--- config.mk ---
export PLATFORM = sky130hd
export DESIGN_NAME = bday_pattern_serializer
export DESIGN_NICKNAME = d
export VERILOG_FILES = /design/src/rtl/bday_link_pkg.sv /design/src/rtl/bday_sync2.sv /design/src/rtl/bday_pattern_serializer.sv
export SDC_FILE = /design/constraint.sdc
export NUM_CORES = 1
export LEC_CHECK = 0
export ABC_AREA = 1
export CORE_ASPECT_RATIO = 0.75
export CORE_UTILIZATION = 45
export DETAILED_ROUTE_END_ITERATION = 12
export GPL_TIMING_DRIVEN = 0
export PLACE_DENSITY = 0.69
export RECOVER_POWER = 50
export SKIP_CTS_REPAIR_TIMING = 1
export SYNTH_ARGS = -nofsm -noshare
export SYNTH_HDL_FRONTEND = slang
export SYNTH_SLANG_ARGS = --single-unit
export TNS_END_PERCENT = 100
--- constraint.sdc ---
create_clock -name i_clk -period 1.4 [get_ports i_clk]
set_input_delay 0.35 -clock i_clk [delete_from_list [all_inputs] [get_ports i_clk]]
set_output_delay 0.35 -clock i_clk [all_outputs]
set_load 0.02 [all_outputs]
--- src/rtl/bday_link_pkg.sv ---
// Shared definitions for the birthday sequence-detect link (TX serializer and RX detector).
package bday_link_pkg;

  localparam int             BDAY_PAT_W   = 9;
  localparam logic [8:0]     BDAY_PATTERN = 9'b100000101;

  typedef enum logic [1:0] {
    ST_IDLE  = 2'd0,
    ST_SHIFT = 2'd1,
    ST_GAP   = 2'd2
  } bday_state_e;

endpackage

--- src/rtl/bday_sync2.sv ---
// Two-flop synchroniser with async active-low reset; resets to 0.
module bday_sync2 (
  input  logic clk,
  input  logic rst_n,
  input  logic d,
  output logic q
);

  logic meta;

  always_ff @(posedge clk or negedge rst_n) begin
    if (!rst_n) begin
      meta <= 1'b0;
      q    <= 1'b0;
    end else begin
      meta <= d;
      q    <= meta;
    end
  end

endmodule

--- src/rtl/bday_pattern_serializer.sv ---
// Serial frame transmitter: repeats PATTERN MSB-first plus idle gap while enabled,
// inverting the LSB of every DECOY_EVERY-th frame, and counts genuine/decoy frames.
module bday_pattern_serializer
  import bday_link_pkg::*;
#(
  parameter int             PAT_W       = BDAY_PAT_W,
  parameter logic [PAT_W-1:0] PATTERN   = BDAY_PATTERN,
  parameter int             GAP_BITS    = 4,
  parameter int             DECOY_EVERY = 3,
  parameter int             CNT_W       = 16
) (
  input  logic             i_clk,
  input  logic             i_rst_n,
  input  logic             i_tx_en_n,
  output logic             o_serial_data,
  output logic             o_tx_busy,
  output logic             o_frame_strobe,
  output logic [CNT_W-1:0] o_frame_count,
  output logic [CNT_W-1:0] o_decoy_count
);

  localparam int BW   = (PAT_W > 1) ? $clog2(PAT_W) : 1;
  localparam int GW   = (GAP_BITS > 1) ? $clog2(GAP_BITS) : 1;
  localparam int PH_W = (DECOY_EVERY > 1) ? $clog2(DECOY_EVERY) : 1;

  localparam logic [BW-1:0]   BIT_LAST  = BW'(PAT_W - 1);
  localparam logic [GW-1:0]   GAP_LAST  = (GAP_BITS > 0) ? GW'(GAP_BITS - 1) : '0;
  localparam logic [PH_W-1:0] PH_LAST   = (DECOY_EVERY > 0) ? PH_W'(DECOY_EVERY - 1) : '0;

  logic              en_s;
  bday_state_e       state_q, state_n;
  logic              start_frame, frame_end;
  logic [PAT_W-1:0]  shreg;
  logic [BW-1:0]     bit_cnt;
  logic [GW-1:0]     gap_cnt;
  logic [PH_W-1:0]   phase_q, phase_n;
  logic              decoy_q, next_decoy;
  logic [PAT_W-1:0]  load_pat;

  bday_sync2 u_en_sync (
    .clk   (i_clk),
    .rst_n (i_rst_n),
    .d     (~i_tx_en_n),
    .q     (en_s)
  );

  always_ff @(posedge i_clk or negedge i_rst_n) begin
    if (!i_rst_n) state_q <= ST_IDLE;
    else          state_q <= state_n;
  end

  // A finished frame always runs to the end of its gap before en_s is looked at again.
  always_comb begin
    state_n     = state_q;
    start_frame = 1'b0;
    frame_end   = 1'b0;
    case (state_q)
      ST_IDLE: begin
        if (en_s) begin
          state_n     = ST_SHIFT;
          start_frame = 1'b1;
        end
      end
      ST_SHIFT: begin
        if (bit_cnt == '0) begin
          frame_end = 1'b1;
          if (GAP_BITS > 0)  state_n = ST_GAP;
          else if (en_s)     start_frame = 1'b1;
          else               state_n = ST_IDLE;
        end
      end
      ST_GAP: begin
        if (gap_cnt == '0) begin
          if (en_s) begin
            state_n     = ST_SHIFT;
            start_frame = 1'b1;
          end else begin
            state_n = ST_IDLE;
          end
        end
      end
      default: state_n = ST_IDLE;
    endcase
  end

  // phase tracks the 1-based frame index modulo DECOY_EVERY; it survives deassert.
  always_comb begin
    phase_n    = phase_q;
    next_decoy = 1'b0;
    if (DECOY_EVERY > 0) begin
      phase_n    = (phase_q == PH_LAST) ? '0 : phase_q + PH_W'(1);
      next_decoy = (phase_n == '0);
    end
    load_pat = next_decoy ? (PATTERN ^ PAT_W'(1)) : PATTERN;
  end

  always_ff @(posedge i_clk or negedge i_rst_n) begin
    if (!i_rst_n) begin
      o_serial_data <= 1'b0;
      shreg         <= '0;
      bit_cnt       <= '0;
      gap_cnt       <= '0;
      phase_q       <= '0;
      decoy_q       <= 1'b0;
    end else if (start_frame) begin
      o_serial_data <= load_pat[PAT_W-1];
      shreg         <= load_pat << 1;
      bit_cnt       <= BIT_LAST;
      phase_q       <= phase_n;
      decoy_q       <= next_decoy;
    end else if (state_q == ST_SHIFT) begin
      if (frame_end) begin
        o_serial_data <= 1'b0;
        gap_cnt       <= GAP_LAST;
      end else begin
        o_serial_data <= shreg[PAT_W-1];
        shreg         <= shreg << 1;
        bit_cnt       <= bit_cnt - BW'(1);
      end
    end else if (state_q == ST_GAP) begin
      gap_cnt <= gap_cnt - GW'(1);
    end
  end

  always_ff @(posedge i_clk or negedge i_rst_n) begin
    if (!i_rst_n) begin
      o_frame_count <= '0;
      o_decoy_count <= '0;
    end else if (frame_end) begin
      if (decoy_q) begin
        if (o_decoy_count != '1) o_decoy_count <= o_decoy_count + CNT_W'(1);
      end else begin
        if (o_frame_count != '1) o_frame_count <= o_frame_count + CNT_W'(1);
      end
    end
  end

  assign o_tx_busy      = (state_q != ST_IDLE);
  assign o_frame_strobe = frame_end;

endmodule

After elaboration in Yosys (flattened, before gate mapping)

Cells that the tools add are included.

Flip-flop bits (word level): 55
Logic and storage cells: 65
Input port bits: 3
Output and inout port bits: 35

Equality and inequality tests: 10
Multiplexer cells: 24
Reduce and logical (&&, ||, !) cells: 12
$add $sub $neg: 5
Bitwise logic cells: 3

Operators with widths:

| cell                  | count |
|---|---|
| $add 16x1->16 const B | 2 |
| $ne 16x16->1 const B  | 2 |
| $mux 9                | 3 |
| $mux 2                | 7 |
| $mux 4                | 3 |
| $reduce_and 3->1      | 4 |
| $mux 1                | 9 |
| $logic_not 2->1       | 3 |
| $ne 2x2->1 const B    | 3 |
| $pmux 2 s3            | 1 |
| $reduce_bool 2->1     | 3 |
| $eq 2x2->1 const B    | 2 |
| $logic_not 4->1       | 1 |
| $ne 2x1->1 const B    | 2 |
| $sub 4x1->4 const B   | 1 |
| $not 1->1             | 3 |
| $add 2x1->2 const B   | 1 |
| $eq 2x1->1 const B    | 1 |
| $pmux 1 s2            | 1 |
| $reduce_and 2->1      | 1 |
| $sub 2x1->2 const B   | 1 |

Depth between registers and ports, before layout

Gate-level depths: netlist (run 1).

Depth after elaboration: 6
Mapped depth: 10
Depth with buffers taken out: 10

Modules after synthesis

From an unflattened synthesis (run 1), not the netlist that was laid out.

Cells, all modules: 412
Area total of the unflattened synthesis: 3091.7 µm²

By module, submodules not included:

| module                  | sequential area each (µm²) | cells an instance | times used | area an instance (µm²) |
|---|---|---|---|---|
| bday_pattern_serializer | 1301.2                     | 410               | 1          | 3041.7 |
| bday_sync2              | 50.0                       | 2                 | 1          | 50.0 |

Least setup slack after synthesis (run 1)

Ideal clock, no wire load.

Path type: register to register
Start: reg o_frame_count[0]
End: reg o_frame_count[13]
Period minus slack after synthesis: 1.616 ns
Path buffers: 1
Stages on the path, launching flop included: 10
Arrival: 1.500 ns
Path slack: -0.216 ns
Library setup time: 0.117 ns
Required time: 1.283 ns
Cells stage by stage: dfrtp_1 ha_1 nand3_2 inv_2 nand2_4 nor2_8 nor2_8 buf_8 nand2_1 nand2_1

Word-level cells in the longest chain between the ends: 2
Elaborated cells between the ends (all ways): 3
Those cells by class: 1 x add/sub; 1 x eq/ne; 1 x reduce/logical

Ends and longest elaborated chain:

| what                                                  | RTL line                       | source |
|---|---|---|
| start: declaration                                    | bday_pattern_serializer.sv:18  | `output logic [CNT_W-1:0] o_frame_count,` |
| start signal: assignment                              | bday_pattern_serializer.sv:133 | `if (o_frame_count != '1) o_frame_count <= o_frame_count + CNT_W'(1);` |
| branches (longest 2 deep; another with $add 16x1->16) | -                              |  |

Several ways; the timed one is not identified.
A chain may end at the register's enable or synchronous reset.

Worst setup path in the final report (run 1)

Start: reg state_q[1]
End: out o_frame_strobe

Word-level cells in the longest chain between the ends: 2

Ends and longest elaborated chain:

| what                     | RTL line                      | source |
|---|---|---|
| start: declaration       | bday_pattern_serializer.sv:31 | `bday_state_e state_q, state_n;` |
| start signal: assignment | bday_pattern_serializer.sv:49 | `else state_q <= state_n;` |
| $eq 2x1->1               | bday_pattern_serializer.sv:57 | `case (state_q)` |
| $mux 1                   | bday_pattern_serializer.sv:57 |  |
| end: declaration         | bday_pattern_serializer.sv:17 | `output logic o_frame_strobe,` |

No other way between the ends.

==> reports/results.tsv, run 1 <==
stage	metric	value	unit
finish	instances_no_fill	541	
logic_synthesis	syn_avg_cell_area	7.69	um^2
placement	dpl-instance-area	3650	um^2
drt	wirelength	6870	um
die	rows	25	
logic_synthesis	syn_area	3050	um^2
grt	grt_usage	0.194	
clock_tree	cts_root_buf	clkbuf_8	
drt	final_antenna_net_count	0	
finish	area_growth_syn_to_layout	34.5	%
die	die_w	97.1	um
finish	multiInputGateArea	1740	um^2
grt	grt_max_degree	31	
timing	hold_violations	0	
outcome	status	finished with violations	
grt	antenna_found_initial	0	
placement	dp.cells	516	
finish	n_fill_cell	532	
finish	antennaDiodeCount	0	
clock_tree	htree_levels	2	
critical_path	crit_buf_inv	3	
finish	fin_nets	471	
grt	grt_pass1_vias	2480	
logic_synthesis	yosysWarnings	0	
placement	place_ws	-0.461	ns
critical_path	path_cells	inv_2 -> ha_4 -> inv_4 -> nor2_4 -> buf_4	
clock_tree	cts_tree	done	
critical_path	crit_fanout	6	
drt	dr_total_vias	2685	
timing	rsz0062_at_grt	true	
timing	fin_ws	-0.283	ns
die	dieArea	7120	um^2
critical_path	endpoint_kind	primary output	
clock_tree	clk_path_buf_depth	2	
die	die_h	73.3	um
clock_tree	clk_pin_slew	0.10	ns
timing	slew_headroom	0.567	
logic_synthesis	ys_ff_latch	54	
outcome	failed_checks	negative setup slack	
grt	grt_pass1_wl	11100	um
critical_path	cp_top_family	flip-flops	
critical_path	critPathKind	reg2out	
timing	clock.fmax	594	MHz
timing	finalCriticalPeriod	1.68	ns
drt	dr.pass1.iters	4	
drt	remaining_drc_errors	0	
drt	wire_per_inst	12.7	um
power	power.leakage	2.08	nW
critical_path	start_kind	flop	
critical_path	cp.required	1.05	ns
timing	fin_hold_ws	0.0339	ns
placement	dp_hpwl	4600	um
placement	gp_congestion	0.830	
drt	routed_via_density	4.96	
logic_synthesis	ys_seq_area_frac	0.443	
logic_synthesis	ys_types	28	
logic_synthesis	synth_nets	409	
clock_tree	clock_latency	0.31	ns
die	initial_core_util	0.476	
power	ir_drop	0.000682	V
finish	stdcell_area	4110	um^2
clock_tree	cts-buffers-inserted	5	
placement	io_buffers	37	
power	p_per_area	1420	nW/um^2
min_path	hold_class	in2async	
timing	post-route-period-util	1.20	
finish	final-seq-area	1370	um^2
critical_path	critPathSlowestCell	dfrtp_1	
timing	fin_skew	0.00583	ns
finish	drive_above_1_share	0.320	
clock_tree	clock-sinks	54	
die	core	6410	um^2
timing	worst_pin_slew	0.650	ns
critical_path	slowest_delay	0.40	ns
drt	drt_iter0_markers	108	
critical_path	crit_arrival	1.33	ns
logic_synthesis	synthCells	397	
flow_run	cap_violations	0	
timing	slew_viol_final	0	
timing	setup_viol	53	
die	io_pins	38	
grt	grt_overflow	0	
-- placed cells by master, fill, tap and decap left out, drive strengths merged --
cell type and count:
nand2 142, dfrtp 54, inv 52, nor2 46
o21ai 29, clkbuf 24, buf 23, nand3 20
dlymetal6s2s 17, nand4 12, ha 9, xnor2 8
o22ai 7, a21oi 6, xor2 3, nand3b 2
bufinv 2, or2 1, nor3 1, o21a 1
dlygate4sd3 1
-- synth_stat cells --
cell      instances  area, um^2
nor2_4            2        22.5
or2_1             1        6.26
xnor2_1           8        70.1
ha_1              9         113
nand2_2           4        25.0
o21ai_0          18        90.1
nor2_2            4        25.0
nand3_2           2        20.0
o21ai_1           4        20.0
o21ai_2           7        61.3
nand3_1          18        90.1
inv_1            46         173
nand2_4           2        22.5
xor2_1            3        26.3
inv_2             6        22.5
buf_8             1        15.0
a21oi_1           6        30.0
nand4_1          12        75.1
o22ai_1           7        43.8
nor2_1           38         143
buf_6             2        22.5
dfrtp_1          54        1350
buf_4             1        7.51
nand2_1         136         510
nand3b_1          2        15.0
nor3_1            1        5.00
o21a_1            1        7.51
nor2_8            2        40.0
-- final timing paths --
kind	from	end	slack, ns	cells past startpoint
worst max-delay path	state_q[1]	o_frame_strobe	-0.28	5
worst min-delay path	i_rst_n	state_q[0]	0.03	1
worst max register to register	state_q[1]	o_decoy_count[3]	-0.21	8
worst min register to register	u_en_sync.meta	u_en_sync.q	0.36	0
max in group asynchronous	i_rst_n	o_frame_count[9]	0.26	2
min in group i_clk	u_en_sync.meta	u_en_sync.q	0.36	0
-- final cells by class --
type / instances / share of cell area
buffer: 4 / 0.0128
multi-input combinational: 287 / 0.424
timing repair buffer: 55 / 0.119
sequential: 54 / 0.333
clock inverter: 2 / 0.0146
tap: 81 / 0.0247
inverter: 52 / 0.0512
clock buffer: 6 / 0.0201
-- registers in the layout, indices dropped and copies added (netlist names) --
name,cells
u_en_sync.meta,1
o_decoy_count,16
decoy_q,1
gap_cnt,2
o_serial_data,1
o_frame_count,16
shreg,8
phase_q,2
bit_cnt,4
u_en_sync.q,1
state_q,2
-- cell families after synthesis --
| logic type | count (synthesis) | share of synthesized area |
|---|---|---|
| AO/OA/AOI/OAI | 43 | 0.0828 |
| buffers and inverters | 56 | 0.0787 |
| flip-flops | 54 | 0.443 |
| adder cells (fa/ha/maj) | 9 | 0.0369 |
| AND/OR/NAND/NOR | 224 | 0.327 |
| XOR/XNOR | 11 | 0.0316 |
-- stage by stage --
stage / power [mW] / setup TNS (ns) / util
detailed placement: 3.99 / -6.86 / 0.570
CTS: 5.28 / -19.73 / 0.592
global placement: 3.93 / -100.17 / 0.568
floorplan: 3.46 / -0.263 / -
finish: 5.82 / -6.25 / 0.640
global route: 6.22 / -11.90 / 0.640
-- report_power, final --
part           total (mW)  switching [mW]  internal [mW]
logic                2.39            1.36           1.03
clock network        1.29           0.524          0.763
registers            2.14           0.261           1.88
-- layer usage --
metal / wire length (um) / up-vias / part of all wire / global-route usage
li1: - / 1389 / - / -
met1: 3340 / 1228 / 0.49 / 0.277
met2: 3100 / 58 / 0.45 / 0.306
met3: 346 / 10 / 0.050 / 0.0314
met4: 77 / 0 / 0.011 / 0.0564
met5: 0 / - / 0 / 0
Note: power is estimated with default switching activity, not from simulation.
==> run 2, diff against run 1 <==
CORE_ASPECT_RATIO = unset   (was 0.75)
CORE_UTILIZATION = 50   (was 45)
PLACE_DENSITY = 0.76   (was 0.69)
==> run 2 against run 1 <==
Against the previous run:
- the flow still finishes with violations (negative setup slack)
- final cell count is 0.92% lower
- hold slack gained 0.033 ns
- utilization is 4.7 points higher
- non-clock buffer count increased by 1
- clock-buffer cell count down 1
- clock skew decreased by 0.0024 ns
- clock power shrank 17%
- die area fell by 9.8%
- maximum frequency up 0.65%
- global-route usage up 1.9 points
- combinational power is essentially flat
- largest cell class unchanged
==> reports/results.tsv, run 2 (synthesized netlist as in run 1, its figures left out) <==
stage	metric	value	unit	change
critical_path	rr_worst_depth	10		was 8
critical_path	slowest_delay	0.43	ns	was 0.40 ns
critical_path	crit_fanout	4		was 6
power	power.leakage	2.07	nW	was 2.08 nW
power	ir_drop	0.000815	V	was 0.000682 V
finish	drive_above_1_share	0.321		was 0.320
clock_tree	cts_tree	done		unchanged
grt	grt_pass1_wl	10700	um	was 11,100 um
timing	fin_hold_ws	0.0668	ns	was 0.0339 ns
die	die_w	80.1	um	was 97.1 um
die	initial_core_util	0.516		was 0.476
die	core	5920	um^2	was 6410 um^2
min_path	hold_class	in2async		unchanged
critical_path	r2r_end	o_decoy_count[7]		was o_decoy_count[3]
die	rows	28		was 25
drt	remaining_drc_errors	0		unchanged
finish	antennaDiodeCount	0		unchanged
critical_path	ff2ff_setup_slack	-0.23	ns	was -0.21 ns
finish	top_regs	o_decoy_count: 16 flops, o_frame_count: 16 flops, shreg: 8 flops		unchanged
clock_tree	cts_root_buf	clkbuf_8		unchanged
critical_path	worstReg2RegStart	o_decoy_count[1]		was state_q[1]
critical_path	path_cells	inv_2 -> ha_4 -> inv_4 -> nor2_4 -> buf_4		unchanged
placement	dp_hpwl	4570	um	was 4600 um
timing	fin_ws	-0.272	ns	was -0.283 ns
placement	gp_congestion	0.796		was 0.830
critical_path	start_kind	flop		unchanged
drt	final_antenna_net_count	0		unchanged
critical_path	cp_top_family	flip-flops		unchanged
flow_run	cap_violations	0		unchanged
timing	clock.fmax	598	MHz	was 594 MHz
drt	wirelength	7050	um	was 6870 um
finish	fin_nets	472		was 471
grt	grt_pass1_vias	2454		was 2,480
power	pwr-share-comb	0.423		was 0.411
outcome	status	finished with violations		unchanged
die	dieArea	6420	um^2	was 7120 um^2
die	io_pins	38		unchanged
timing	post-route-period-util	1.19		was 1.20
timing	finalCriticalPeriod	1.67	ns	was 1.68 ns
clock_tree	clk_pin_slew	0.10	ns	about the same
critical_path	critPathSlowestCell	dfrtp_1		unchanged
finish	mostFrequentLayoutCells	nand2_1, dfrtp_1, inv_1		unchanged
placement	dpl-instance-area	3650	um^2	about the same
grt	antenna_found_initial	0		unchanged
drt	wire_per_inst	13.2	um	was 12.7 um
grt	grt_overflow	0		unchanged
grt	grt_usage	0.213		was 0.194
timing	setup_viol	53		unchanged
drt	dr_total_vias	2779		was 2,685
critical_path	critPathKind	reg2out		unchanged
clock_tree	clk_path_buf_depth	2		unchanged
drt	drt_iter0_markers	199		was 108
timing	hold_violations	0		unchanged
timing	fin_skew	0.00344	ns	was 0.00583 ns
finish	layout.cells.most_common	nand2_1		unchanged
clock_tree	htree_levels	2		unchanged
timing	worst_pin_slew	0.694	ns	was 0.650 ns
critical_path	crit_arrival	1.32	ns	was 1.33 ns
clock_tree	clock_latency	0.31	ns	about the same
finish	n_fill_cell	470		was 532
power	power_frac_seq	0.386		was 0.368
critical_path	crit_buf_inv	3		unchanged
timing	slew_viol_final	0		unchanged
drt	dr.pass1.iters	5		was 4
drt	routed_via_density	5.18		was 4.96
power	p_int	3.43	mW	was 3.67 mW
finish	area_growth_syn_to_layout	33.3	%	was 34.5%
power	power	5.58	mW	was 5.82 mW
critical_path	cp.required	1.05	ns	about the same
grt	grt_max_degree	29		was 31
clock_tree	clock-sinks	54		unchanged
timing	rsz0062_at_grt	true		unchanged
power	clockPowerShare	0.192		was 0.221
die	die_h	80.1	um	was 73.3 um
outcome	failed_checks	negative setup slack		unchanged
power	p_per_area	1370	nW/um^2	was 1420 nW/um^2
critical_path	endpoint_kind	primary output		unchanged
power	swShare	0.386		was 0.369
timing	slew_headroom	0.537		was 0.567
clock_tree	cts-buffers-inserted	5		unchanged
finish	stdcell_area	4070	um^2	was 4110 um^2
placement	io_buffers	37		unchanged
power	p_switching	2.15	mW	about the same
## run 2: cell types whose count changed in the layout (fill, tap and decap cells not counted), moves of 2 or more
cell | before | now
o21ai_1 | 3 | 6
nor2_2 | 7 | 9
o22ai_1 | 1 | 6
o22ai_2 | 6 | 1
nand2_4 | 5 | 10
nor2_1 | 32 | 29
nand2_1 | 115 | 113
nand2_2 | 22 | 19
## run 2: power groups by stage
stage                     clock (mW)  sequential (mW)  combinational (mW)
after floorplan                    0             2.21                1.25
after global placement             0             2.16                1.75
after detailed placement           0             2.17                1.82
after CTS                       1.09             2.14                1.83
after global routing            1.14             2.19                2.61
final                           1.07             2.15                2.36
## run 2: per-stage QoR
step	setup slack, ns	cells	util	TNS, ns
finish	-0.272	536	0.687	-7.74
global route	-0.318	536	0.687	-12.57
CTS	-0.816	518	0.635	-19.79
detailed placement	-0.464	510	0.616	-7.02
global placement	-1.93	509	0.613	-99.45
floorplan	-0.0182	397	-	-0.263
## run 2: per-layer routing
| metal | track usage | vias to the layer above | wire [um] |
|---|---|---|---|
| met4 | 0.0696 | 0 | 127 |
| li1 | - | 1385 | - |
| met5 | 0 | - | 0 |
| met2 | 0.385 | 80 | 3610 |
| met1 | 0.259 | 1300 | 3000 |
| met3 | 0.0307 | 14 | 315 |
## run 2: how the worst max path moves through the flow
stage	start	endpoint	cells past startpoint
CTS	state_q[1]	o_frame_strobe	5
floorplan	state_q[0]	decoy_q	7
detailed placement	state_q[1]	o_frame_strobe	5
global route	bit_cnt[0]	o_frame_strobe	5
finish	state_q[1]	o_frame_strobe	5
global placement	i_rst_n	o_frame_count[0]	1
## run 2: layout make-up
type	instances	area, um^2	share of cell area
plain buffers	4	52.6	0.0129
clock buffers	5	68.8	0.0169
clock inverters	3	43.8	0.0108
inverters	52	208	0.0510
multi-input cells	287	1740	0.427
flip-flops and latches	54	1370	0.336
well taps	75	93.8	0.0231
repair buffers	56	498	0.122
==> run 3, diff against run 2 <==
CAP_MARGIN = 20   (was unset)
SLEW_MARGIN = 20   (was unset)
==> run 3 against run 2 <==
Against the previous run:
- the flow still finishes with violations (negative setup slack)
- clock-buffer cell count unchanged
- sequential power about the same
- maximum frequency up 1.1%
- setup slack improved by 0.018 ns
- non-clock buffer count rose by 2
- via count down 0.65%
==> reports/results.tsv, run 3 (synthesized netlist as in run 1, its figures left out) <==
stage	metric	value	unit	change
timing	slew_viol_final	0		unchanged
timing	setup_viol	53		unchanged
power	power.leakage	2.08	nW	was 2.07 nW
finish	mostFrequentLayoutCells	nand2_1, dfrtp_1, inv_1		unchanged
timing	hold_violations	0		unchanged
critical_path	crit_arrival	1.30	ns	was 1.32 ns
finish	antennaDiodeCount	0		unchanged
critical_path	cp.required	1.05	ns	about the same
timing	clock.fmax	604	MHz	was 598 MHz
grt	grt_pass1_wl	10400	um	was 10,700 um
outcome	failed_checks	negative setup slack		unchanged
timing	post-route-period-util	1.18		was 1.19
critical_path	critPathKind	reg2out		unchanged
grt	grt.met2_usage	0.372		was 0.385
die	core	5920	um^2	unchanged
die	dieArea	6420	um^2	unchanged
finish	top_regs	o_decoy_count: 16 flops, o_frame_count: 16 flops, shreg: 8 flops		unchanged
power	ir_drop	0.000911	V	was 0.000815 V
timing	slew_headroom	0.107		was 0.537
timing	fin_ws	-0.255	ns	was -0.272 ns
grt	use_met3	0.0364		was 0.0307
critical_path	rr_worst_depth	8		was 10
finish	stdcell_area	4120	um^2	was 4070 um^2
drt	drt_iter0_markers	144		was 199
die	die_h	80.1	um	unchanged
timing	fin_skew	0.00519	ns	was 0.00344 ns
drt	dr_total_vias	2761		was 2,779
drt	wirelength	6920	um	was 7050 um
finish	layout.cells.most_common	nand2_1		unchanged
grt	grt_max_degree	55		was 29
grt	grt_usage	0.207		was 0.213
finish	utilization	0.695		was 0.687
clock_tree	cts_root_buf	clkbuf_8		unchanged
finish	area_growth_syn_to_layout	34.9	%	was 33.3%
clock_tree	clock-sinks	54		unchanged
min_path	hold_class	in2async		unchanged
timing	finalCriticalPeriod	1.65	ns	was 1.67 ns
die	initial_core_util	0.516		unchanged
grt	antenna_found_initial	0		unchanged
finish	drive_above_1_share	0.335		was 0.321
placement	io_buffers	37		unchanged
drt	wire_per_inst	12.9	um	was 13.2 um
timing	worst_pin_slew	1.34	ns	was 0.694 ns
outcome	status	finished with violations		unchanged
drt	routed_via_density	5.13		was 5.18
clock_tree	cts-buffers-inserted	5		unchanged
power	power	5.71	mW	was 5.58 mW
power	p_per_area	1390	nW/um^2	was 1370 nW/um^2
clock_tree	htree_levels	2		unchanged
drt	remaining_drc_errors	0		unchanged
placement	dp_hpwl	4480	um	was 4570 um
clock_tree	cts_tree	done		unchanged
flow_run	cap_violations	0		unchanged
critical_path	crit_fanout	5		was 4
placement	dp.cells	509		was 510
grt	grt_overflow	0		unchanged
clock_tree	clk_pin_slew	0.10	ns	about the same
critical_path	endpoint_kind	primary output		unchanged
placement	gp_congestion	0.796		unchanged
die	rows	28		unchanged
critical_path	start_kind	flop		unchanged
finish	instances_no_fill	538		was 536
clock_tree	clock_latency	0.31	ns	about the same
die	die_w	80.1	um	unchanged
drt	dr.pass1.iters	5		unchanged
drt	final_antenna_net_count	0		unchanged
grt	grt.busiest_layer	met2		unchanged
timing	rsz0062_at_grt	true		unchanged
clock_tree	clk_path_buf_depth	2		unchanged
finish	fin_nets	474		was 472
placement	dpl-instance-area	3630	um^2	was 3650 um^2
grt	use_met1	0.251		was 0.259
timing	fin_tns_setup	-7.92	ns	was -7.74 ns
grt	grt_pass1_vias	2446		was 2,454
die	io_pins	38		unchanged
[run 3: changes by cell type in the layout (fill, tap and decap cells not counted), moves of 3 or more]
cell,delta
nand2_2,+3
o21ai_1,+3
o21ai_0,-4
o22ai_1,-4
o22ai_2,+4
[run 3: final timing paths]
check	slack (ns)	endpoint	start
min in group i_clk	0.36	u_en_sync.q	u_en_sync.meta
min	0.33	u_en_sync.q	i_rst_n
max in group asynchronous	0.17	o_frame_count[1]	i_rst_n
max reg2reg	-0.21	o_decoy_count[7]	state_q[1]
max	-0.25	o_frame_strobe	state_q[1]
min reg2reg	0.36	u_en_sync.q	u_en_sync.meta
[run 3: layer usage]
metal,up-vias,wire length [um]
met3,6,280
li1,1392,-
met5,-,0
met1,1290,3030
met2,73,3550
met4,0,57
[run 3: critical path: stages, from the launching register on]
cell     delay, ns
dfrtp_1       0.42
inv_2         0.09
ha_4          0.17
inv_4         0.05
nor2_4        0.11
buf_4         0.15
[run 3: area by class of cell]
type	instances	area, um^2
clock buffer	5	68.8
buffer	4	52.6
tap	75	93.8
sequential	54	1370
timing repair buffer	58	538
inverter	52	205
fill	460	1800
clock inverter	3	43.8
multi-input combinational	287	1750
[run 3: power by group]
part           switching [mW]  internal [mW]
clock network           0.534          0.537
registers               0.266           1.88
logic                    1.40           1.09
[run 3: per-stage QoR]
stage               hold WS (ns)  setup slack [ns]
global route               0.362            -0.343
global placement           0.333             -1.93
floorplan                 0.0544           -0.0182
CTS                       0.0957            -0.816
detailed placement         0.337            -0.460
finish                     0.332            -0.255
